File: config.mk
export PLATFORM = sky130hd
export DESIGN_NAME = qracc_sram_arbiter
export DESIGN_NICKNAME = d
export VERILOG_FILES = /design/src/rtl/qracc_pkg.sv /design/src/rtl/qracc_rr_pick.sv /design/src/rtl/qracc_sram_arbiter.sv
export SDC_FILE = /design/constraint.sdc
export NUM_CORES = 1
export LEC_CHECK = 0
export ABC_AREA = 1
export BUFFER_PORTS_ARGS = -buffer_cell sky130_fd_sc_hd__buf_2
export CORE_ASPECT_RATIO = 0.7
export CORE_MARGIN = 3
export CORE_UTILIZATION = 39
export CTS_CLUSTER_DIAMETER = 120
export CTS_CLUSTER_SIZE = 20
export DETAILED_ROUTE_END_ITERATION = 12
export PLACE_DENSITY = 0.87
export RECOVER_POWER = 25
export SLEW_MARGIN = 20
export SYNTH_ARGS = -nofsm -noshare
export SYNTH_HDL_FRONTEND = slang
export SYNTH_SLANG_ARGS = --single-unit
File: constraint.sdc
create_clock -name clk -period 1.5 [get_ports clk]
set_input_delay 0.225 -clock clk [delete_from_list [all_inputs] [get_ports clk]]
set_output_delay 0.225 -clock clk [all_outputs]
set_load 0.02 [all_outputs]
File: src/rtl/qracc_pkg.sv
`default_nettype none
// ============================================================================
// Module      : qracc_pkg
// Description : Shared types and constants for the QRAcc SRAM arbiter.
// Revision    : 1.0 - initial release
// ============================================================================
package qracc_pkg;

    localparam int QRACC_NUM_ROWS = 128;
    localparam int QRACC_NUM_COLS = 32;
    localparam int QRACC_ADDR_W   = $clog2(QRACC_NUM_ROWS);

    typedef enum logic [1:0] {
        S_IDLE    = 2'd0,
        S_ISSUE   = 2'd1,
        S_WAIT_RD = 2'd2
    } sram_arb_state_t;

    typedef struct packed {
        logic                      wr;
        logic [QRACC_ADDR_W-1:0]   addr;
        logic [QRACC_NUM_COLS-1:0] wdata;
    } sram_req_t;

endpackage
`default_nettype wire

File: src/rtl/qracc_rr_pick.sv
`default_nettype none
// ============================================================================
// Module      : qracc_rr_pick
// Description : Combinational one-hot winner search starting at ptr, wrapping.
// Revision    : 1.0 - initial release
// ============================================================================
module qracc_rr_pick #(
    parameter int numReq = 2,
    parameter int PTR_W  = $clog2(numReq)
) (
    input  logic [numReq-1:0] req,
    input  logic [PTR_W-1:0]  ptr,
    output logic [numReq-1:0] grant,
    output logic [PTR_W-1:0]  grant_idx,
    output logic              any
);

    always_comb begin : p_pick
        int               idx;
        logic [PTR_W-1:0] sel;
        grant     = '0;
        grant_idx = '0;
        any       = 1'b0;
        idx       = 0;
        sel       = '0;
        for (int i = 0; i < numReq; i++) begin
            idx = int'(ptr) + i;
            if (idx >= numReq) begin
                idx = idx - numReq;
            end
            sel = PTR_W'(idx);
            if (!any && req[sel]) begin
                grant[sel] = 1'b1;
                grant_idx  = sel;
                any        = 1'b1;
            end
        end
    end

endmodule
`default_nettype wire

File: src/rtl/qracc_sram_arbiter.sv
`default_nettype none
// ============================================================================
// Module      : qracc_sram_arbiter
// Description : Shares the seq_acc SRAM port between requesters, one
//               transaction at a time, locked out while a MAC is active.
//               QRACC_ARB_FIXED_PRIO_EN selects fixed (lowest index) priority.
// Revision    : 1.0 - initial release
// ============================================================================
module qracc_sram_arbiter
    import qracc_pkg::*;
#(
    parameter int numRows = QRACC_NUM_ROWS,
    parameter int numCols = QRACC_NUM_COLS,
    parameter int numReq  = 2
) (
    input  logic                                   clk,
    input  logic                                   rst,
    input  logic [numReq-1:0]                      req_valid_i,
    input  logic [numReq-1:0]                      req_wr_i,
    input  logic [numReq-1:0][$clog2(numRows)-1:0] req_addr_i,
    input  logic [numReq-1:0][numCols-1:0]         req_wdata_i,
    output logic [numReq-1:0]                      req_ready_o,
    output logic [numReq-1:0]                      rsp_valid_o,
    output logic [numCols-1:0]                     rsp_data_o,
    input  logic                                   mac_active_i,
    output logic                                   sram_busy_o,
    output logic                                   rq_valid_o,
    output logic                                   rq_wr_o,
    output logic [$clog2(numRows)-1:0]             addr_o,
    output logic [numCols-1:0]                     wr_data_o,
    input  logic                                   rq_ready_i,
    input  logic                                   rd_valid_i,
    input  logic [numCols-1:0]                     rd_data_i
);

    localparam int ADDR_W = $clog2(numRows);
    localparam int PTR_W  = $clog2(numReq);

    sram_arb_state_t     r_state;
    sram_arb_state_t     w_state_nxt;
    logic                w_grant_fire;
    logic                w_rsp_fire;
    logic [numReq-1:0]   w_grant;
    logic [PTR_W-1:0]    w_grant_idx;
    logic                w_any;
    logic [PTR_W-1:0]    w_pick_ptr;

    logic                r_wr;
    logic [ADDR_W-1:0]   r_addr;
    logic [numCols-1:0]  r_wdata;
    logic [PTR_W-1:0]    r_owner;

    qracc_rr_pick #(
        .numReq (numReq),
        .PTR_W  (PTR_W)
    ) u_pick (
        .req       (req_valid_i),
        .ptr       (w_pick_ptr),
        .grant     (w_grant),
        .grant_idx (w_grant_idx),
        .any       (w_any)
    );

`ifdef QRACC_ARB_FIXED_PRIO_EN
    assign w_pick_ptr = '0;
`else
    logic [PTR_W-1:0] r_ptr;

    always_ff @(posedge clk) begin
        if (rst) begin
            r_ptr <= '0;
        end else if (w_grant_fire) begin
            r_ptr <= (w_grant_idx == PTR_W'(numReq - 1)) ? '0 : w_grant_idx + PTR_W'(1);
        end
    end

    assign w_pick_ptr = r_ptr;
`endif

    always_ff @(posedge clk) begin
        if (rst) begin
            r_state <= S_IDLE;
        end else begin
            r_state <= w_state_nxt;
        end
    end

    // MAC activity only gates new grants; an accepted transaction always completes.
    always_comb begin
        w_state_nxt  = r_state;
        w_grant_fire = 1'b0;
        case (r_state)
            S_IDLE: begin
                if (w_any && !mac_active_i) begin
                    w_grant_fire = 1'b1;
                    w_state_nxt  = S_ISSUE;
                end
            end
            S_ISSUE: begin
                if (rq_ready_i) begin
                    w_state_nxt = r_wr ? S_IDLE : S_WAIT_RD;
                end
            end
            S_WAIT_RD: begin
                if (rd_valid_i) begin
                    w_state_nxt = S_IDLE;
                end
            end
            default: w_state_nxt = S_IDLE;
        endcase
    end

    always_ff @(posedge clk) begin
        if (rst) begin
            r_wr    <= 1'b0;
            r_addr  <= '0;
            r_wdata <= '0;
            r_owner <= '0;
        end else if (w_grant_fire) begin
            r_wr    <= req_wr_i[w_grant_idx];
            r_addr  <= req_addr_i[w_grant_idx];
            r_wdata <= req_wdata_i[w_grant_idx];
            r_owner <= w_grant_idx;
        end
    end

    // Handshake pulses are masked during reset so a dropped read never responds.
    assign w_rsp_fire  = (r_state == S_WAIT_RD) && rd_valid_i && !rst;
    assign req_ready_o = {numReq{w_grant_fire && !rst}} & w_grant;
    assign rsp_data_o  = w_rsp_fire ? rd_data_i : '0;

    always_comb begin
        rsp_valid_o = '0;
        for (int i = 0; i < numReq; i++) begin
            rsp_valid_o[i] = w_rsp_fire && (r_owner == PTR_W'(i));
        end
    end

    assign sram_busy_o = (r_state != S_IDLE);
    assign rq_valid_o  = (r_state == S_ISSUE);
    assign rq_wr_o     = r_wr;
    assign addr_o      = r_addr;
    assign wr_data_o   = r_wdata;

endmodule
`default_nettype wire
==> impl_metrics.toml <==
[power]
peakVddDrop_mv = 0.538
p_sw_mw = 0.986
power_mw = 2.95
p_per_area_nw_per_um2 = 738
p_int_mw = 1.96
pwr-share-comb_pct = 30.2
leakage_nw = 2.14
switching_share_pct = 33.5
clock_power_share_pct = 25.7
seqPwrFrac_pct = 44.1

[floorplanning]
io_pins = 197
core_sq_um = 5870
dieHeight_um = 72.0
die_w_um = 100
die_area_sq_um = 7230
start_util_pct = 41.4
num_rows = 23

[finish]
area_delta_synth_final_pct = 64.4
final_core_util_pct = 68.1
drive_gt1_share_pct = 39.6
finalNonFillerCells = 678
n_fill_cell = 517
design_area_sq_um = 4000
n_antenna_cell = 0
nets = 721

[critical_path]
slowest_stage = "dfxtp_2"
worst_setup_path_start_kind = "flip-flop"
critical_path.cell_chain = "inv_2 -> nand4_1 -> buf_6 -> clkbuf_16 -> nor2_1 -> buf_4"
required_ns = 1.27
max_stage_delay_ns = 0.35
worstPathArrival_ns = 1.46
critical_path_class = "reg2out"
crit_fanout = 9
endpoint_kind = "primary output"

[placed_design]
port_buffers = 196
post-place-cells = 665
postPlaceCellArea_sq_um = 3470
place_ws_ns = 0.178
hpwl_um = 6390
gp_congestion = 0.821

[detailed_routing]
drc_errors = 0
drt_iter0_markers = 169
dr.pass1.iters = 4
vias = 3307
postRouteAntennaNets = 0
routed_wl_um = 9750
wl_per_cell_um = 14.4
via_per_inst = 4.88

[clock_tree]
cts_sinks = 44
clockRootBuffer = "clkbuf_8"
clk_pin_slew_ns = 0.09
clock_latency_ns = 0.29
cts_buffer_depth = 2
htree_levels = 2
cts_buffers = 5
cts_tree = "yes"

[global_routing]
grt_pass1_vias = 2938
grt_use_total_pct = 22.7
grt_pass1_wl_um = 13400
overflow = 0
grt_max_degree = 35
antenna_found_initial = 0

[sta]
rsz0062_at_grt = "yes"
hold_viol = 0
hold_ws_ns = 0.211
setup_violations = 35
skew_ns = 0.0135
fin_crit_ns = 1.69
relSlewSlack_pct = 79.7
fmax_mhz = 593
setup_tns_ns = -3.13
setup_ws_ns = -0.186
slew_violations = 0
fin_crit_sh_pct = 112
tightest_slew_ns = 0.304

[synthesis]
ys_types = 18
synth.yosys.warnings = 0
async_reset_ff_share_pct = 0
yosys-top-cells-count = "165 x nand2_1, 45 x a21oi_1, 44 x dfxtp_1"
syn_inst = 410
yosysTopAreaCell = "dfxtp_1"
synthTopCellsByArea = "dfxtp_1 36%, nand2_1 25%, a21oi_1 9.3%"
syn_area_per_cell_sq_um = 5.93
syn_nets = 529
netlist_area_sq_um = 2430
ys.flop_type = "dfxtp_1"
ys_ff_latch = 44
synth_top_area_share_pct = 36.3
synth_edf_count = 0
ys_seq_area_share_pct = 36.3
yosysMostFrequentCell = "nand2_1"

[outcome]
violations = "negative setup slack"
outcome = "finished, violations left"

[hold_path]
hold_path.class = "in2reg"

[run]
maxCapViolations = 0
path summary, 6_finish.rpt:
kind / start / slack, ns / cells past startpoint / endpoint
hold / removal: rq_ready_i / 0.21 / 4 / r_state[0]$_SDFFE_PP0P_
hold reg to reg: wr_data_o[9]$_SDFFE_PP0P_ / 0.47 / 2 / wr_data_o[9]$_SDFFE_PP0P_
setup reg to reg: r_state[1]$_SDFFE_PP0P_ / 0.20 / 6 / wr_data_o[31]$_SDFFE_PP0P_
setup / recovery: r_state[0]$_SDFFE_PP0P_ / -0.19 / 6 / rsp_data_o[0]
layout make-up:
cell class / instances / area (sq um) / share of cell area, %
multi-input cells: 295 / 1430 / 35.9
repair buffers: 214 / 1330 / 33.4
clock inverters: 2 / 10.0 / 0.251
well taps: 75 / 93.8 / 2.35
inverters: 42 / 158 / 3.95
clock buffers: 6 / 82.6 / 2.07
flip-flops and latches: 44 / 886 / 22.2
layout by cell type (no fill, tap or decap), types with 4 or more instances in the layout:
cell      synthesis  routed
dfxtp_1          44      42
clkbuf_8          0       6
a21oi_1          45      44
inv_2             3       4
buf_2            15     139
clkbuf_1          9      21
inv_1            39      38
buf_4             5      23
nor2_4            0      22
nor2_2            1       6
nor2_1           36       9
buf_6             0      28
nand2_1         165     165
nand3_1          41      41
kinds of logic (layout without fill, tap and decap cells):
logic type      after synthesis  in the layout  share of synthesized area [%]
simple gates                249            249                           41.8
buf+inv                      71            264                           12.5
flops                        44             44                           36.3
compound gates               46             46                           9.47
flip-flops by register name, indices dropped and copies added (netlist names):
name and count:
addr_o 7, r_owner 1, r_ptr 1, r_state 2
rq_wr_o 1, wr_data_o 32
layer usage:
| layer | track usage [%] | vias to the layer above | share of wire, % |
|---|---|---|---|
| li1 | - | 1644 | - |
| met1 | 29.4 | 1463 | 40 |
| met5 | 0 | - | 0 |
| met4 | 6.73 | 0 | 3.0 |
| met3 | 5.38 | 26 | 9.2 |
| met2 | 37.9 | 174 | 48 |
power by group through the flow:
stage	sequential [mW]	combinational, mW	clock, mW
floorplan	1.41	0.412	0
global placement	1.32	0.812	0
detailed placement	1.32	0.832	0
CTS	1.30	0.841	0.768
global route	1.31	0.983	0.838
finish	1.30	0.889	0.757
timing repair:
| action | CTS | global route |
|---|---|---|
| endpoints found under the setup margin | 36 | 36 |
| hold buffers | 0 | 0 |
| endpoints found under the hold margin | 0 | 0 |
| resized for setup | 38 | 79 |
| buffers inserted | 0 | 2 |
| gates cloned | 0 | 3 |
critical path: cells and delay by family, from the launching register on:
family / cells / cell delay (ns)
buf+inv: 4 / 0.57
flops: 1 / 0.35
simple gates: 2 / 0.24
Power figures use the tool's default switching activity.
